## src/rtl/dsi_packet_assembler_pkg.sv

```systemverilog
// Shared types and constants for the DSI packet assembler.
// Also holds the byte-wise reflected CRC-16 step used by crc_calculator.
package dsi_pkg;

    typedef enum logic [1:0] {
        IDLE    = 2'd0,
        HDR     = 2'd1,
        PAYLOAD = 2'd2,
        CRC     = 2'd3
    } state_t;

    localparam logic [15:0] CRC_INIT   = 16'hFFFF;
    localparam logic [15:0] CSUM_NONE  = 16'h0000;  // DSI "checksum not calculated"
    localparam logic [1:0]  HDR_BYTES  = 2'd3;      // out_bytes code: 4 bytes
    localparam logic [1:0]  CSUM_BYTES = 2'd1;      // out_bytes code: 2 bytes

    // Data types the packetiser commonly hands us
    localparam logic [5:0] DT_EOTP              = 6'h08;
    localparam logic [5:0] DT_DCS_SHORT_WRITE_0 = 6'h05;
    localparam logic [5:0] DT_DCS_SHORT_WRITE_1 = 6'h15;
    localparam logic [5:0] DT_DCS_LONG_WRITE    = 6'h39;

    // Bytes still to send in the current word, capped at 4 without wrapping
    function automatic logic [2:0] min4(input logic [15:0] v);
        return (v >= 16'd4) ? 3'd4 : v[2:0];
    endfunction

    // One byte through CRC-16 x^16+x^12+x^5+1, reflected (LSB first)
    function automatic logic [15:0] crc16_byte(input logic [15:0] crc_in, input logic [7:0] data);
        logic [15:0] c;
        c = crc_in ^ {8'h00, data};
        for (int i = 0; i < 8; i++) begin
            c = c[0] ? ((c >> 1) ^ 16'h8408) : (c >> 1);
        end
        return c;
    endfunction

endpackage

```

## src/rtl/dsi_packet_assembler_if.sv

```systemverilog
// Descriptor, payload and output streams of the DSI packet assembler.
// slave: the assembler's view; master: the surrounding logic's view.
interface dsi_packet_assembler_if;
    logic        pkt_valid;
    logic        pkt_ready;
    logic        pkt_long;
    logic [7:0]  pkt_di;
    logic [15:0] pkt_wc;
    logic        pl_valid;
    logic        pl_ready;
    logic [31:0] pl_data;
    logic        out_valid;
    logic        out_ready;
    logic [31:0] out_data;
    logic [1:0]  out_bytes;
    logic        out_last;

    modport slave (
        input  pkt_valid, pkt_long, pkt_di, pkt_wc,
        output pkt_ready,
        input  pl_valid, pl_data,
        output pl_ready,
        output out_valid, out_data, out_bytes, out_last,
        input  out_ready
    );

    modport master (
        output pkt_valid, pkt_long, pkt_di, pkt_wc,
        input  pkt_ready,
        output pl_valid, pl_data,
        input  pl_ready,
        input  out_valid, out_data, out_bytes, out_last,
        output out_ready
    );
endinterface

```

## src/rtl/crc_calculator.sv

```systemverilog
// Running payload CRC-16 (reflected, init 16'hFFFF), 1..4 bytes per update.
module crc_calculator
    import dsi_pkg::*;
(
    input  logic        clk,
    input  logic        reset_n,
    input  logic        i_clear,
    input  logic        i_en,
    input  logic [31:0] i_data,
    input  logic [1:0]  i_bytes_number,   // valid bytes minus 1, byte0 first
    output logic [15:0] o_crc
);
    logic [15:0] r_crc;
    logic [15:0] w_crc_next;

    // Fold the valid low-order bytes of the word into the CRC, byte0 first
    always_comb begin
        w_crc_next = r_crc;
        for (int i = 0; i < 4; i++) begin
            if (i_bytes_number >= 2'(i)) begin
                w_crc_next = crc16_byte(w_crc_next, i_data[8*i +: 8]);
            end
        end
    end

    // CRC register: reset/clear to the seed, otherwise advance on each word
    always_ff @(posedge clk) begin
        if (!reset_n || i_clear) begin
            r_crc <= CRC_INIT;
        end else if (i_en) begin
            r_crc <= w_crc_next;
        end
    end

    assign o_crc = r_crc;
endmodule

```

## src/rtl/ecc_calc.sv

```systemverilog
// DSI packet-header ECC over {WC, DI}; the two spare bits are always 0.
module ecc_calc (
    input  logic [23:0] i_data,
    output logic [7:0]  o_ecc
);
    // Each parity bit is the XOR of the header bits selected by its mask
    assign o_ecc = {2'b00,
                    ^(i_data & 24'hEFFC00),
                    ^(i_data & 24'hDF03F0),
                    ^(i_data & 24'hB8E38E),
                    ^(i_data & 24'h749A6D),
                    ^(i_data & 24'hF2555B),
                    ^(i_data & 24'hF12CB7)};
endmodule

```

## src/rtl/dsi_packet_assembler.sv

```systemverilog
// DSI packet assembler: header word, payload words, checksum word (long only).
// Build option: define DSI_ASM_CRC_EN to carry the computed payload CRC in
// the checksum word; otherwise the checksum word carries 16'h0000.
module dsi_packet_assembler
    import dsi_pkg::*;
#(
    parameter logic [15:0] WC_MAX = 16'hFFFF
) (
    input  logic                          clk,
    input  logic                          reset_n,
    dsi_packet_assembler_if.slave         bus,
    output logic                          err_wc
);
    state_t      r_state, w_state_next;
    logic [15:0] r_wc, w_wc_next;
    logic        r_long, w_long_next;
    logic [15:0] r_rem, w_rem_next;
    logic        r_out_valid, w_out_valid_next;
    logic [31:0] r_out_data, w_out_data_next;
    logic [1:0]  r_out_bytes, w_out_bytes_next;
    logic        r_out_last, w_out_last_next;
    logic        r_err_wc, w_err_wc_next;

    logic        w_load;
    logic        w_xfer;
    logic        w_pkt_ready;
    logic        w_pl_ready;
    logic        w_drop;
    logic [7:0]  w_ecc;
    logic [2:0]  w_take;
    logic [1:0]  w_pl_bytes;
    logic [15:0] w_csum;

    assign w_load     = !r_out_valid || bus.out_ready;
    assign w_xfer     = r_out_valid && bus.out_ready;
    assign w_drop     = bus.pkt_long && (bus.pkt_wc > WC_MAX);
    assign w_take     = min4(r_rem);
    assign w_pl_bytes = 2'(w_take - 3'd1);

    // A descriptor may be taken in IDLE, or in the very cycle the final word
    // of the previous packet leaves, which is the cycle the FSM returns to IDLE.
    assign w_pkt_ready = (r_state == IDLE) || (w_xfer && r_out_last);

    ecc_calc u_ecc (
        .i_data ({bus.pkt_wc, bus.pkt_di}),
        .o_ecc  (w_ecc)
    );

`ifdef DSI_ASM_CRC_EN
    logic [15:0] w_crc;
    logic        w_crc_en;
    logic        w_crc_clear;

    assign w_crc_en    = bus.pl_valid && bus.pl_ready;
    assign w_crc_clear = (r_state == CRC) && w_xfer;

    crc_calculator u_crc (
        .clk            (clk),
        .reset_n        (reset_n),
        .i_clear        (w_crc_clear),
        .i_en           (w_crc_en),
        .i_data         (bus.pl_data),
        .i_bytes_number (w_pl_bytes),
        .o_crc          (w_crc)
    );

    assign w_csum = w_crc;
`else
    assign w_csum = CSUM_NONE;
`endif

    // Next-state, output-register and handshake decisions
    always_comb begin
        w_state_next     = r_state;
        w_wc_next        = r_wc;
        w_long_next      = r_long;
        w_rem_next       = r_rem;
        w_out_valid_next = w_load ? 1'b0 : r_out_valid;
        w_out_data_next  = r_out_data;
        w_out_bytes_next = r_out_bytes;
        w_out_last_next  = r_out_last;
        w_err_wc_next    = 1'b0;
        w_pl_ready       = 1'b0;

        case (r_state)
            IDLE: begin
            end
            HDR: begin
                if (w_xfer) begin
                    if (!r_long) begin
                        w_state_next = IDLE;
                    end else if (r_wc == 16'd0) begin
                        w_out_valid_next = 1'b1;
                        w_out_data_next  = {16'h0000, w_csum};
                        w_out_bytes_next = CSUM_BYTES;
                        w_out_last_next  = 1'b1;
                        w_state_next     = CRC;
                    end else begin
                        w_rem_next   = r_wc;
                        w_state_next = PAYLOAD;
                    end
                end
            end
            PAYLOAD: begin
                if (r_rem != 16'd0) begin
                    w_pl_ready = w_load;
                    if (bus.pl_valid && w_load) begin
                        // Unused upper bytes of a short final word pass through as-is
                        w_out_valid_next = 1'b1;
                        w_out_data_next  = bus.pl_data;
                        w_out_bytes_next = w_pl_bytes;
                        w_out_last_next  = 1'b0;
                        w_rem_next       = r_rem - {13'd0, w_take};
                    end
                end else if (w_load) begin
                    // CRC register already holds the last word's contribution here
                    w_out_valid_next = 1'b1;
                    w_out_data_next  = {16'h0000, w_csum};
                    w_out_bytes_next = CSUM_BYTES;
                    w_out_last_next  = 1'b1;
                    w_state_next     = CRC;
                end
            end
            CRC: begin
                if (w_xfer) begin
                    w_state_next = IDLE;
                end
            end
            default: begin
                w_state_next = IDLE;
            end
        endcase

        // Descriptor accept overrides the packet that is just finishing
        if (w_pkt_ready && bus.pkt_valid) begin
            w_wc_next   = bus.pkt_wc;
            w_long_next = bus.pkt_long;
            if (w_drop) begin
                w_err_wc_next = 1'b1;
                w_state_next  = IDLE;
            end else begin
                w_out_valid_next = 1'b1;
                w_out_data_next  = {w_ecc, bus.pkt_wc, bus.pkt_di};
                w_out_bytes_next = HDR_BYTES;
                w_out_last_next  = !bus.pkt_long;
                w_state_next     = HDR;
            end
        end
    end

    // State and output registers
    always_ff @(posedge clk) begin
        if (!reset_n) begin
            r_state     <= IDLE;
            r_wc        <= 16'd0;
            r_long      <= 1'b0;
            r_rem       <= 16'd0;
            r_out_valid <= 1'b0;
            r_out_data  <= 32'd0;
            r_out_bytes <= 2'd0;
            r_out_last  <= 1'b0;
            r_err_wc    <= 1'b0;
        end else begin
            r_state     <= w_state_next;
            r_wc        <= w_wc_next;
            r_long      <= w_long_next;
            r_rem       <= w_rem_next;
            r_out_valid <= w_out_valid_next;
            r_out_data  <= w_out_data_next;
            r_out_bytes <= w_out_bytes_next;
            r_out_last  <= w_out_last_next;
            r_err_wc    <= w_err_wc_next;
        end
    end

    assign bus.pkt_ready = reset_n && w_pkt_ready;
    assign bus.pl_ready  = reset_n && w_pl_ready;
    assign bus.out_valid = r_out_valid;
    assign bus.out_data  = r_out_data;
    assign bus.out_bytes = r_out_bytes;
    assign bus.out_last  = r_out_last;
    assign err_wc        = r_err_wc;
endmodule

```

## src/flat_wrapper.sv

```systemverilog
// flat-port wrapper written by rule: the top's interface ports become plain ports
module dsi_packet_assembler_flat import dsi_pkg::*;
#(
    parameter logic [15:0] WC_MAX = 16'hFFFF
)
  (clk, reset_n, err_wc, bus_pkt_valid, bus_pkt_long, bus_pkt_di, bus_pkt_wc, bus_pkt_ready, bus_pl_valid, bus_pl_data, bus_pl_ready, bus_out_valid, bus_out_data, bus_out_bytes, bus_out_last, bus_out_ready);
  dsi_packet_assembler_if bus_i ();
  input  logic clk;
  input  logic reset_n;
  output logic err_wc;
  input wire logic [$bits(bus_i.pkt_valid)-1:0] bus_pkt_valid;
  input wire logic [$bits(bus_i.pkt_long)-1:0] bus_pkt_long;
  input wire logic [$bits(bus_i.pkt_di)-1:0] bus_pkt_di;
  input wire logic [$bits(bus_i.pkt_wc)-1:0] bus_pkt_wc;
  output wire logic [$bits(bus_i.pkt_ready)-1:0] bus_pkt_ready;
  input wire logic [$bits(bus_i.pl_valid)-1:0] bus_pl_valid;
  input wire logic [$bits(bus_i.pl_data)-1:0] bus_pl_data;
  output wire logic [$bits(bus_i.pl_ready)-1:0] bus_pl_ready;
  output wire logic [$bits(bus_i.out_valid)-1:0] bus_out_valid;
  output wire logic [$bits(bus_i.out_data)-1:0] bus_out_data;
  output wire logic [$bits(bus_i.out_bytes)-1:0] bus_out_bytes;
  output wire logic [$bits(bus_i.out_last)-1:0] bus_out_last;
  input wire logic [$bits(bus_i.out_ready)-1:0] bus_out_ready;
  assign bus_i.pkt_valid = bus_pkt_valid;
  assign bus_i.pkt_long = bus_pkt_long;
  assign bus_i.pkt_di = bus_pkt_di;
  assign bus_i.pkt_wc = bus_pkt_wc;
  assign bus_pkt_ready = bus_i.pkt_ready;
  assign bus_i.pl_valid = bus_pl_valid;
  assign bus_i.pl_data = bus_pl_data;
  assign bus_pl_ready = bus_i.pl_ready;
  assign bus_out_valid = bus_i.out_valid;
  assign bus_out_data = bus_i.out_data;
  assign bus_out_bytes = bus_i.out_bytes;
  assign bus_out_last = bus_i.out_last;
  assign bus_i.out_ready = bus_out_ready;
  dsi_packet_assembler #(.WC_MAX(WC_MAX)) u_core (.clk(clk), .reset_n(reset_n), .bus(bus_i), .err_wc(err_wc));
endmodule
```

## config.mk

```make
export PLATFORM = sky130hd
export DESIGN_NAME = dsi_packet_assembler_flat
export DESIGN_NICKNAME = d
export VERILOG_FILES = /design/src/rtl/dsi_packet_assembler_pkg.sv /design/src/rtl/dsi_packet_assembler_if.sv /design/src/rtl/crc_calculator.sv /design/src/rtl/ecc_calc.sv /design/src/rtl/dsi_packet_assembler.sv /design/src/flat_wrapper.sv
export SDC_FILE = /design/constraint.sdc
export NUM_CORES = 1
export LEC_CHECK = 0
export CORE_ASPECT_RATIO = 0.8
export CORE_MARGIN = 5
export CORE_UTILIZATION = 47
export CTS_BUF_LIST = sky130_fd_sc_hd__clkbuf_4 sky130_fd_sc_hd__clkbuf_8
export DETAILED_ROUTE_END_ITERATION = 10
export PLACE_DENSITY = 0.77
export REMOVE_ABC_BUFFERS = 1
export SLEW_MARGIN = 20
export SYNTH_ARGS = -nofsm -noshare
export SYNTH_HDL_FRONTEND = slang
export SYNTH_SLANG_ARGS = --single-unit
```

## constraint.sdc

```tcl
create_clock -name clk -period 2.2 [get_ports clk]
set_input_delay 0.44 -clock clk [delete_from_list [all_inputs] [get_ports clk]]
set_output_delay 0.44 -clock clk [all_outputs]
set_load 0.1 [all_outputs]
```

* Word level (Yosys, flattened, before mapping)
Index checks and enable logic that the tools add are counted.
Operators by class: multiply operators 0, magnitude comparators 2, shifts and indexed selects 0, add/sub/neg operators 2, reductions and logical operators 25, divide/modulo/power cells 0, bitwise operators 0, eq/ne operators 12, mux-type cells 56
Operators by type and width (count):
- 32-bit 2-to-1 mux | 8
- 24-bit XOR reduction | 6
- 16-bit 2-to-1 mux | 5
- 32-bit one-hot mux with 2 select lines | 1
- 16-bit one-hot mux with 2 select lines | 1
- 2-bit 2-to-1 mux | 14
- 1-bit 2-to-1 mux | 22
- 16-bit by 3-bit greater-or-equal comparator with 1-bit output (second input constant) | 1
- 16-bit > comparator (second input constant) | 1
- 16-bit logical NOT | 1
- 16-bit nonzero test | 1
- 16-bit by 3-bit subtractor with 16-bit output | 1
- 3-bit by 1-bit inequality test with 1-bit output (second input constant) | 3
- 2-bit by 1-bit inequality test with 1-bit output (second input constant) | 4
- 1-bit logical AND | 7
- 2-bit one-hot mux with 3 select lines | 1
- 6-bit AND reduction | 1
- 5-bit AND reduction | 1
- 2-bit equality test (second input constant) | 2
- 1-bit one-hot mux with 2 select lines | 2
- 2-bit one-hot mux with 2 select lines | 1
- 4-bit nonzero test | 1
- 3-bit 2-to-1 mux | 1
- 3-bit inequality test (second input constant) | 1
- other kinds (8) | 10
Word-level totals: latch bits 0, memories kept 0, output and inout bits 39, bits in writable memories 0, word-level logic and storage cells 106, flip-flop bits (word level) 72, memory bits (read-only) 0

* Depth between registers and ports, before layout
Gate-level depths: netlist (run 1).
depth in word-level cells 9, mapped depth 11, mapped depth without buffers 11

* Modules after synthesis
A second synthesis (run 1) with hierarchy kept.
Second synthesis, totals: cell total of the unflattened synthesis 529, area, all modules 4431.8 µm²
By module, submodules not included:
- dsi_packet_assembler | instances 1, area an instance 3881.2 µm², cells an instance 485
- ecc_calc | instances 1, area an instance 550.5 µm², cells an instance 44

* Least setup slack after synthesis (run 1)
Ideal clock, no wire load.
path kind register to output, start point reg u_core.r_state[0], end point out bus_pl_ready, arrival 4.132 ns, slack -2.372 ns, required time 1.760 ns, cell stages (with the launch flop) 7, cells stage by stage dfxtp_1 -> inv_1 -> ha_1 -> clkbuf_1 -> clkinv_1 -> clkbuf_1 -> nor4_1
Between the ends: longest elaborated chain between the ends 3
Ends and longest elaborated chain:
- start, declared | line dsi_packet_assembler.sv:14 | state_t r_state, w_state_next;
- start signal, assigned | line dsi_packet_assembler.sv:164 | r_state <= w_state_next;
- 2-bit equality test | line dsi_packet_assembler.sv:85 | case (r_state)
- 1-bit 2-to-1 mux | line dsi_packet_assembler.sv:85
- 1-bit logical AND | line dsi_packet_assembler.sv:177 | assign bus.pl_ready = reset_n && w_pl_ready;
- end, declared | line flat_wrapper.sv:18 | output wire logic [$bits(bus_i.pl_ready)-1:0] bus_pl_ready;
No other way between the ends.

* Worst setup path in the final report (run 1)
start point reg u_core.r_rem[13], end point out bus_pl_ready
Between the ends: longest elaborated chain between the ends 4
Ends and longest elaborated chain:
- start, declared | line dsi_packet_assembler.sv:17 | logic [15:0] r_rem, w_rem_next;
- start signal, assigned | line dsi_packet_assembler.sv:167 | r_rem <= w_rem_next;
- 16-bit nonzero test | line dsi_packet_assembler.sv:105 | if (r_rem != 16'd0) begin
- 1-bit 2-to-1 mux | line dsi_packet_assembler.sv:105
- 1-bit 2-to-1 mux | line dsi_packet_assembler.sv:85
- 1-bit logical AND | line dsi_packet_assembler.sv:177
No other way between the ends.

==> metrics, run 1 <==
status complete, but fails checks; failing checks setup timing; MaxCap Viol Count 0; relative slew slack ~60%; Pint 2.611 mW; pre-CTS setup slack -443.6 ps; Remaining DRCs 0; Critical Path, Cell by Cell or4_4 -> nor4b_4 -> and2_4 -> buf_6 -> nor4_4 -> clkbuf_16; Total Power 4.379 mW; clock share of power 25.2%; top cells by area, synth dfxtp_1, xnor2_1, nand2_1, a21oi_1, o21ai_0; Num CTS Buffers 9; syn_area_per_cell between 8 and 9 sq um; critical path's slowest cell or4_4; Least-Margin Pin Slew 622.0 ps; post-route setup slack -403.9 ps; clk sink count 71; synthesized area 4134 sq um; Final Hold Vio Count 0; DR top layer met4; area of the multi-input gates 2972 sq um; cell taking the most area after synthesis dfxtp_1; number of synthesized flops with an enable pin 0; Async SR Flop Fraction 0%; WL met2 8.302 mm; pwr/cell area 636.8 nW/um^2; min-delay worst type flop to flop; first-pass GRT wire length 26.01 mm; Clock Skews 7.449 ps; met3 WL 1.832 mm; Setup violations, final between 50 and 60; leakage 2.752 nW; Initial Utilization 48.52%; synthesis warning total 0; Synth Flop Type dfxtp_1; Gate Count Post-Synth 507; ANT nets after route 0; CTS clock-pin slew for the worst setup and hold paths around 80 ps; Top Ports 101; Total GRT Usage 30.20%; final core utilization approximately 81%; Crit Path Class flop to output pin; minimum clock period between 2000 and 3000 ps; share of layout cells above drive strength 1 36.98%; cell area after layout 6877 sq um; met1 WL 6.870 mm; Avg Vias per Cell 6.167; vias in the first global route 5141; Seq pwr share 33.1%; CP Capture Type output pin; hold slack 477.9 ps; Overflow after GRT 0; sequential element share of the synthesized area between 30% and 40%; CTS Root Cell clkbuf_8; hpwl dp 11.02 mm; pin count of the biggest net entering global routing 44; combinational share of power 41.6%; Worst-Skew Late Latency between 300 and 400 ps; Worst Path Max Fanout 5; Port Buffers 99; CTS tree built; Period Utilization, post-route 118.4%; die width approximately 110 um; clock buffer depth 2; initial antenna violation count 0; highest clock rate 384.0 MHz; Critical Path RT 1760 ps; core area roughly 8500 sq um; Placer Congestion 0.9278; DP Area 5918 sq um; startpoint types flop; DR iter-0 viols 550; die extent in y 93.89 um; fillers 520; Final Max Slew Viols 0; Area Growth Syn to Fin 66.34%; antenna fix cells 0; Routed WL 17.67 mm; nets@finish about 780; FF+latch area 1425 sq um; Synth top area share 34.38%; htree depth 3; routed via count between 5k and 6k; RSZ-0062 raised after global routing true; maximum vdd drop 0.4374 mV; Critical Path AT approximately 2200 ps; Synth Register Bits 71; Rows 30; P_sw 1.768 mW; per-cell routed wire length 21.19 um; Distinct cells, synth 62; max incr delay on CP around 560 ps; First-pass DRT Iterations 6; switch share between 40% and 50%; die footprint 10780 sq um
-- cells in the mapped netlist, types with 3 or more instances --
library cell	n
a221oi_1	13
a21oi_1	48
o211ai_1	5
nor2_1	37
nand3_1	9
a221oi_2	8
a31oi_1	5
xnor2_1	40
inv_1	6
nand2_1	76
nand2b_1	5
nor2b_1	4
nor4_1	5
clkbuf_1	24
nand4_1	3
xor2_1	8
buf_1	4
a211o_1	3
buf_4	3
dfxtp_1	71
o311ai_0	3
or4_1	5
ha_1	5
o21ai_0	34
clkinv_1	3
mux2i_1	3
a221o_1	10
nor3_1	13
o22ai_1	3
a32oi_1	3
a211oi_1	7
-- routing by layer --
layer  vias to the layer above  GRT usage (%)
met5                         -              0
met3                        70          6.890
met4                         0          10.75
met2                       322          50.96
met1                      2465          37.60
li1                       2286              -
-- kinds of logic (layout without fill, tap and decap cells) --
logic type | after synthesis | after routing | share of synthesized area [%]
other | 1 | 2 | 0.09071
adders and majority gates | 5 | 5 | 1.513
and+or+nand+nor | 168 | 168 | 18.98
buffers and inverters | 43 | 257 | 4.419
DFF | 71 | 71 | 34.38
muxes | 3 | 3 | 0.7264
xor gates and xnor gates | 49 | 49 | 10.71
AOI/OAI and AO/OA | 167 | 167 | 29.18
-- state kept, by name (all words and copies together), names as in the netlist --
signal	flops
u_core.bus.out_valid	1
u_core.bus.out_data	32
u_core.r_rem	16
u_core.r_state	2
u_core.bus.out_bytes	2
u_core.r_wc	16
u_core.r_long	1
u_core.bus.out_last	1
-- layout make-up --
type                            instances  share of cell area (%)
Clock buffer                           10                   1.910
Clock inverter                          6                   1.019
Inverter                                9                  0.4913
Multi-Input combinational cell        394                   43.21
Sequential cell                        71                   20.72
Tap cell                              112                   2.038
Timing Repair Buffer                  232                   30.60
-- per-stage QoR --
stage                     instances  TNS [ps]
after detailed placement        794    -13640
after CTS                       821    -11130
after floorplan                 474    -83280
final                           834    -12190
after global routing            834    -15660
after global placement          794    -10560
-- placed cells by master (no fill, tap or decap), types with 5 or more instances in the layout --
cell type / Yosys / final
buf_4: 3 / 144
nand2_1: 76 / 71
dfxtp_1: 71 / 68
clkdlybuf4s50_1: 0 / 61
a21oi_1: 48 / 41
xnor2_1: 40 / 40
nor2_1: 37 / 32
o21ai_0: 34 / 21
a221oi_2: 8 / 17
buf_6: 1 / 16
a221o_1: 10 / 10
nor3_1: 13 / 10
o21ai_1: 0 / 9
clkbuf_8: 0 / 9
xor2_1: 8 / 8
nand3_1: 9 / 7
a21oi_2: 0 / 6
inv_1: 6 / 6
nand2b_1: 5 / 5
o211ai_1: 5 / 5
or4_4: 2 / 5
ha_1: 5 / 5
buf_12: 0 / 5
-- power groups by stage --
| stage | Sequential [mW] | Combinational, mW | Clock (mW) |
|---|---|---|---|
| floorplan | 1.92 | 0.562 | 0 |
| global placement | 1.46 | 1.56 | 0 |
| detailed placement | 1.46 | 1.59 | 0 |
| CTS | 1.44 | 1.69 | 1.09 |
| global route | 1.46 | 1.90 | 1.15 |
| finish | 1.45 | 1.82 | 1.10 |
-- worst max-delay path, delay by kind of cell (launching register included) --
| family | cells | cell delay (ps) |
|---|---|---|
| buffers and inverters | 2 | 340 |
| DFF | 1 | 320 |
| and+or+nand+nor | 4 | 1140 |
-- what timing repair did --
item | CTS | global route
hold buffers | 0 | 0
cloned | 2 | 1
setup buffers | 10 | 15
endpoints found under the setup margin | 54 | 56
resized for setup | 66 | 57
pin swaps | 54 | 31
-- worst paths after layout --
path	startpoint	end	slack (ps)	cells after the start
max	u_core.r_rem[13]	bus_pl_ready	-400	6
min	u_core.bus.out_bytes[1]	u_core.bus.out_bytes[1]	480	2
max reg2reg	u_core.r_wc[10]	u_core.bus.out_data[28]	-310	7
min reg2reg	u_core.bus.out_bytes[1]	u_core.bus.out_bytes[1]	480	2
Note: power is estimated with default switching activity, not from simulation.
==> run 2: changes to the inputs <==
--- a/config.mk
+++ b/config.mk
@@ -10,7 +10,7 @@
 export CORE_UTILIZATION = 47
 export CTS_BUF_LIST = sky130_fd_sc_hd__clkbuf_4 sky130_fd_sc_hd__clkbuf_8
 export DETAILED_ROUTE_END_ITERATION = 10
-export PLACE_DENSITY = 0.77
+export PLACE_DENSITY_LB_ADDON = 0.25
 export REMOVE_ABC_BUFFERS = 1
 export SLEW_MARGIN = 20
 export SYNTH_ARGS = -nofsm -noshare
==> metrics, run 2 (synthesis gave the netlist of run 1 again) <==
status complete, but fails checks; failing checks setup timing; initial antenna violation count 0; max incr delay on CP 560 ps; Crit Path Class flop to output pin; Critical Path AT ~2200 ps; first-pass GRT wire length 25.00 mm; Clock Skews 10.57 ps; Area Growth Syn to Fin 62.71%; post-route setup slack -405.8 ps; Placed Instances 787; vias in the first global route ~4.8k; Least-Margin Pin Slew around 840 ps; commonest non-fill, non-tap cell in the layout buf_4; Period Utilization, post-route 118.4%; Remaining DRCs 0; number of instances on the worst hold path 2; core area around 8500 sq um; pin count of the biggest net entering global routing 44; Worst Path Max Fanout 4; DR iter-0 viols 524; DP Area 5866 sq um; maximum vdd drop 0.4178 mV; Initial Utilization 48.52%; CTS tree built; clock buffer depth 2; CP Capture Type output pin; worst reg-to-reg path cell count 8; die footprint approximately 11000 sq um; Overflow after GRT 0; Critical Path, Cell by Cell or4_4 -> nor4b_4 -> and2_4 -> buf_6 -> nor4_4 -> clkbuf_16; Worst-Skew Late Latency 360 ps; number of cells in the finished layout apart from fillers 823; final core utilization 78.94%; startpoint types flop; minimum clock period 2606 ps; max reg flops 32; Num CTS Buffers 9; highest-count cells in the layout ignoring fill and taps buf_4, nand2_1, dfxtp_1; WHS Endpoint u_core.r_wc[2]; share of layout cells above drive strength 1 35.30%; hpwl dp about 11 mm; min-delay worst type flop to flop; Port Buffers 99; Top Ports 101; Setup violations, final 54; ANT nets after route 0; nets@finish 773; die width 114.9 um; leakage 2.708 nW; area of the multi-input gates 2919 sq um; CTS clock-pin slew for the worst setup and hold paths 80 ps; Critical Path RT ~1800 ps; fillers 517; R2R Setup Slk -310 ps; CTS Root Cell clkbuf_8; HP Start u_core.r_wc[2]; die extent in y between 90 and 100 um; cts hold-fix bufs 0; per-cell routed wire length 20.32 um; highest clock rate 383.8 MHz; RSZ-0062 raised after global routing true; First-pass DRT Iterations 5; MaxCap Viol Count 0; Worst R2R End u_core.bus.out_data[23]; Final Hold Vio Count 0; cell area after layout 6726 sq um; antenna fix cells 0; FF+latch area between 1000 and 1500 sq um; Avg Vias per Cell 6.090; pre-CTS setup slack -429.7 ps; pwr/cell area 656.7 nW/um^2; htree depth 3; Total GRT Usage 29.20%; critical path's slowest cell or4_4; routed via count around 5.0k; Rows 30; Worst R2R Start u_core.r_wc[12]; Final TNS setup -10940 ps; relative slew slack between 40% and 50%; Final Max Slew Viols 0; Placer Congestion 0.8924; Routed WL between 15 and 20 mm; clk sink count 71
[run 2: repair_timing]
action	CTS	global route
cloned	2	0
endpoints found under the setup margin	49	55
setup buffers	8	15
gates resized for setup	41	68
pin swaps	34	42
[run 2: where the power goes]
part	switching, mW	internal [mW]
Clock	0.544	0.640
Sequential	0.0786	1.37
Combinational	1.10	0.678
[run 2: worst max-delay path by stage]
stage,cells past startpoint,slack [ps],to,startpoint
2_1_floorplan,4,-2850,bus_pl_ready,u_core.r_state[0]
3_5_place_dp,6,-430,u_core.bus.out_data[14],bus_out_ready
6_report,6,-410,bus_pl_ready,u_core.r_rem[13]
4_1_cts,6,-470,bus_pl_ready,u_core.r_rem[11]
5_1_grt,6,-460,bus_pl_ready,u_core.r_rem[13]
3_3_place_gp,7,-330,u_core.bus.out_data[1],u_core.r_wc[10]
[run 2: metrics by stage]
stage	total power [mW]	hold WS (ps)
6_report	4.417	478.9
5_1_grt	4.563	510.2
4_1_cts	4.318	474.7
3_5_place_dp	3.057	465.1
3_3_place_gp	3.028	455.1
2_1_floorplan	2.481	441.1
[run 2: per-layer routing]
layer  up-vias  part of all wire, %  GRT usage, %
met2       305                   46         47.64
met3        61                   10         6.954
met1      2372                   41         38.55
met4         0                  3.1         7.820
met5         -                    0             0
li1       2274                    -             -
[run 2: area by class of cell]
class | count | area share (%)
Multi-Input combinational cell | 394 | 43.40
Timing Repair Buffer | 221 | 29.56
Sequential cell | 71 | 21.19
Tap cell | 112 | 2.083
Clock buffer | 9 | 1.842
Clock inverter | 7 | 1.432
Inverter | 9 | 0.5022
[run 2: worst max-delay path, delay by kind of cell (launching register included)]
| kind | cells | cell delay [ps] |
|---|---|---|
| buffers and inverters | 2 | 340 |
| DFF | 1 | 320 |
| and+or+nand+nor | 4 | 1160 |
==> run 3: changes to the inputs <==
--- a/config.mk
+++ b/config.mk
@@ -7,7 +7,7 @@
 export LEC_CHECK = 0
 export CORE_ASPECT_RATIO = 0.8
 export CORE_MARGIN = 5
-export CORE_UTILIZATION = 47
+export CORE_UTILIZATION = 30
 export CTS_BUF_LIST = sky130_fd_sc_hd__clkbuf_4 sky130_fd_sc_hd__clkbuf_8
 export DETAILED_ROUTE_END_ITERATION = 10
 export PLACE_DENSITY_LB_ADDON = 0.25
==> metrics, run 3 (synthesis gave the netlist of run 1 again) <==
DR iter-0 viols roughly 340; routed via count 4854; maximum vdd drop 0.3889 mV; failing checks setup timing; CTS tree built; number of instances on the worst hold path 2; DR top layer met4; number of cells in the finished layout apart from fillers about 910; initial antenna violation count 0; Total Power 4.416 mW; relative slew slack 20.65%; status complete, but fails checks; Worst R2R End u_core.bus.out_data[0]; CTS clock-pin slew for the worst setup and hold paths 90 ps; pwr/cell area 636.7 nW/um^2; startpoint types flop; share of layout cells above drive strength 1 37.14%; highest-count cells in the layout ignoring fill and taps buf_4, nand2_1, dfxtp_1; Critical Path RT 1760 ps; Worst Path Max Fanout 4; CP endpoint bus_pl_ready; Rows 38; First-pass DRT Iterations 5; Initial Utilization 30.51%; Period Utilization, post-route 118.5%; CTS Root Cell clkbuf_8; vias in the first global route 4737; min-delay worst type flop to flop; Remaining DRCs 0; antenna fix cells 0; fillers 1247; core area ~14000 sq um; nets@finish a little under 800; worst reg-to-reg path cell count 8; Least-Margin Pin Slew between 1000 and 1500 ps; cts hold-fix bufs 0; Final TNS setup -13230 ps; Avg Vias per Cell approximately 5.4; Final Hold Vio Count 0; R2R Setup Slk -400 ps; met3 WL 1.304 mm; Worst-Skew Late Latency 380 ps; highest clock rate 383.5 MHz; pre-CTS setup slack -453.3 ps; DP Area between 6000 and 7000 sq um; Critical Path AT roughly 2200 ps; RSZ-0062 raised after global routing true; Placer Congestion 0.8964; WL met2 ~7.7 mm; htree depth 3; Port Buffers 99; clock buffer depth 2; Setup violations, final 54; Placed Instances roughly 870; area of the multi-input gates 2908 sq um; CP Capture Type output pin; Total GRT Usage approximately a fifth; Final Max Slew Viols 0; met1 WL between 7 and 8 mm; Top Ports between 100 and 150; die footprint about 16000 sq um; cell area after layout just under 7000 sq um; ANT nets after route 0; leakage 2.777 nW; max reg flops 32; commonest non-fill, non-tap cell in the layout buf_4; Clock Skews 10.08 ps; first-pass GRT wire length approximately 26 mm; Routed WL 16.84 mm; Crit. Startpoint u_core.r_rem[11]; hpwl dp 11.98 mm; die extent in y ~110 um; hold slack 477.5 ps; post-route setup slack -407.7 ps; Worst R2R Start u_core.r_wc[10]; per-cell routed wire length 18.57 um; MaxCap Viol Count 0; pin count of the biggest net entering global routing 44; Overflow after GRT 0; Crit Path Class flop to output pin; die width 141.2 um; Num CTS Buffers 9; minimum clock period 2608 ps; clk sink count 71; Area Growth Syn to Fin 67.77%; final core utilization 51.18%; FF+latch area approximately 1400 sq um
## run 3: cell types whose count changed in the layout (fill, tap and decap cells not counted), sizes merged
cell           change
buf               +18
bufinv             -1
clkbuf             -1
clkdlybuf4s50      +1
clkinvlp           -1
dlymetal6s2s       -1
inv                +1
## run 3: critical path, cell delays in order, from the launching register on
cell,delay (ps)
dfxtp_2,330
or4_4,570
nor4b_4,290
and2_4,200
buf_4,130
nor4_1,70
buf_12,200
## run 3: worst min path at each step
stage,from,endpoint
5_1_grt,u_core.bus.out_bytes[1],u_core.bus.out_bytes[1]
6_report,u_core.bus.out_bytes[1],u_core.bus.out_bytes[1]
3_3_place_gp,u_core.bus.out_bytes[1],u_core.bus.out_bytes[1]
4_1_cts,u_core.bus.out_bytes[1],u_core.bus.out_bytes[1]
2_1_floorplan,u_core.r_wc[2],u_core.r_wc[2]
3_5_place_dp,u_core.bus.out_bytes[1],u_core.bus.out_bytes[1]
## run 3: layer usage
metal	vias to the layer above	track usage (%)
met3	12	4.200
met1	2350	28.48
met5	-	0
met2	198	32.34
li1	2294	-
met4	0	4.132
## run 3: where the power goes
part	total (mW)	switching (mW)	leakage (nW)	internal, mW
sequential	1.44	0.0670	0.583	1.37
combinational	1.82	1.10	2.09	0.722
clock	1.15	0.591	0.0993	0.561
## run 3: area by class of cell
class | count | area share (%)
Multi-Input combinational cell | 394 | 41.93
Timing Repair Buffer | 237 | 30.85
Sequential cell | 71 | 20.53
Tap cell | 180 | 3.247
Clock buffer | 10 | 1.984
Clock inverter | 6 | 0.9742
Inverter | 9 | 0.4871
## run 3: what timing repair did
item                                    in CTS  in global routing
endpoints found under the setup margin      53                 55
pin swaps                                   71                 33
setup buffers                               18                  9
gates resized for setup                     87                 34
endpoints found under the hold margin        0                  0
cloned                                       3                  0
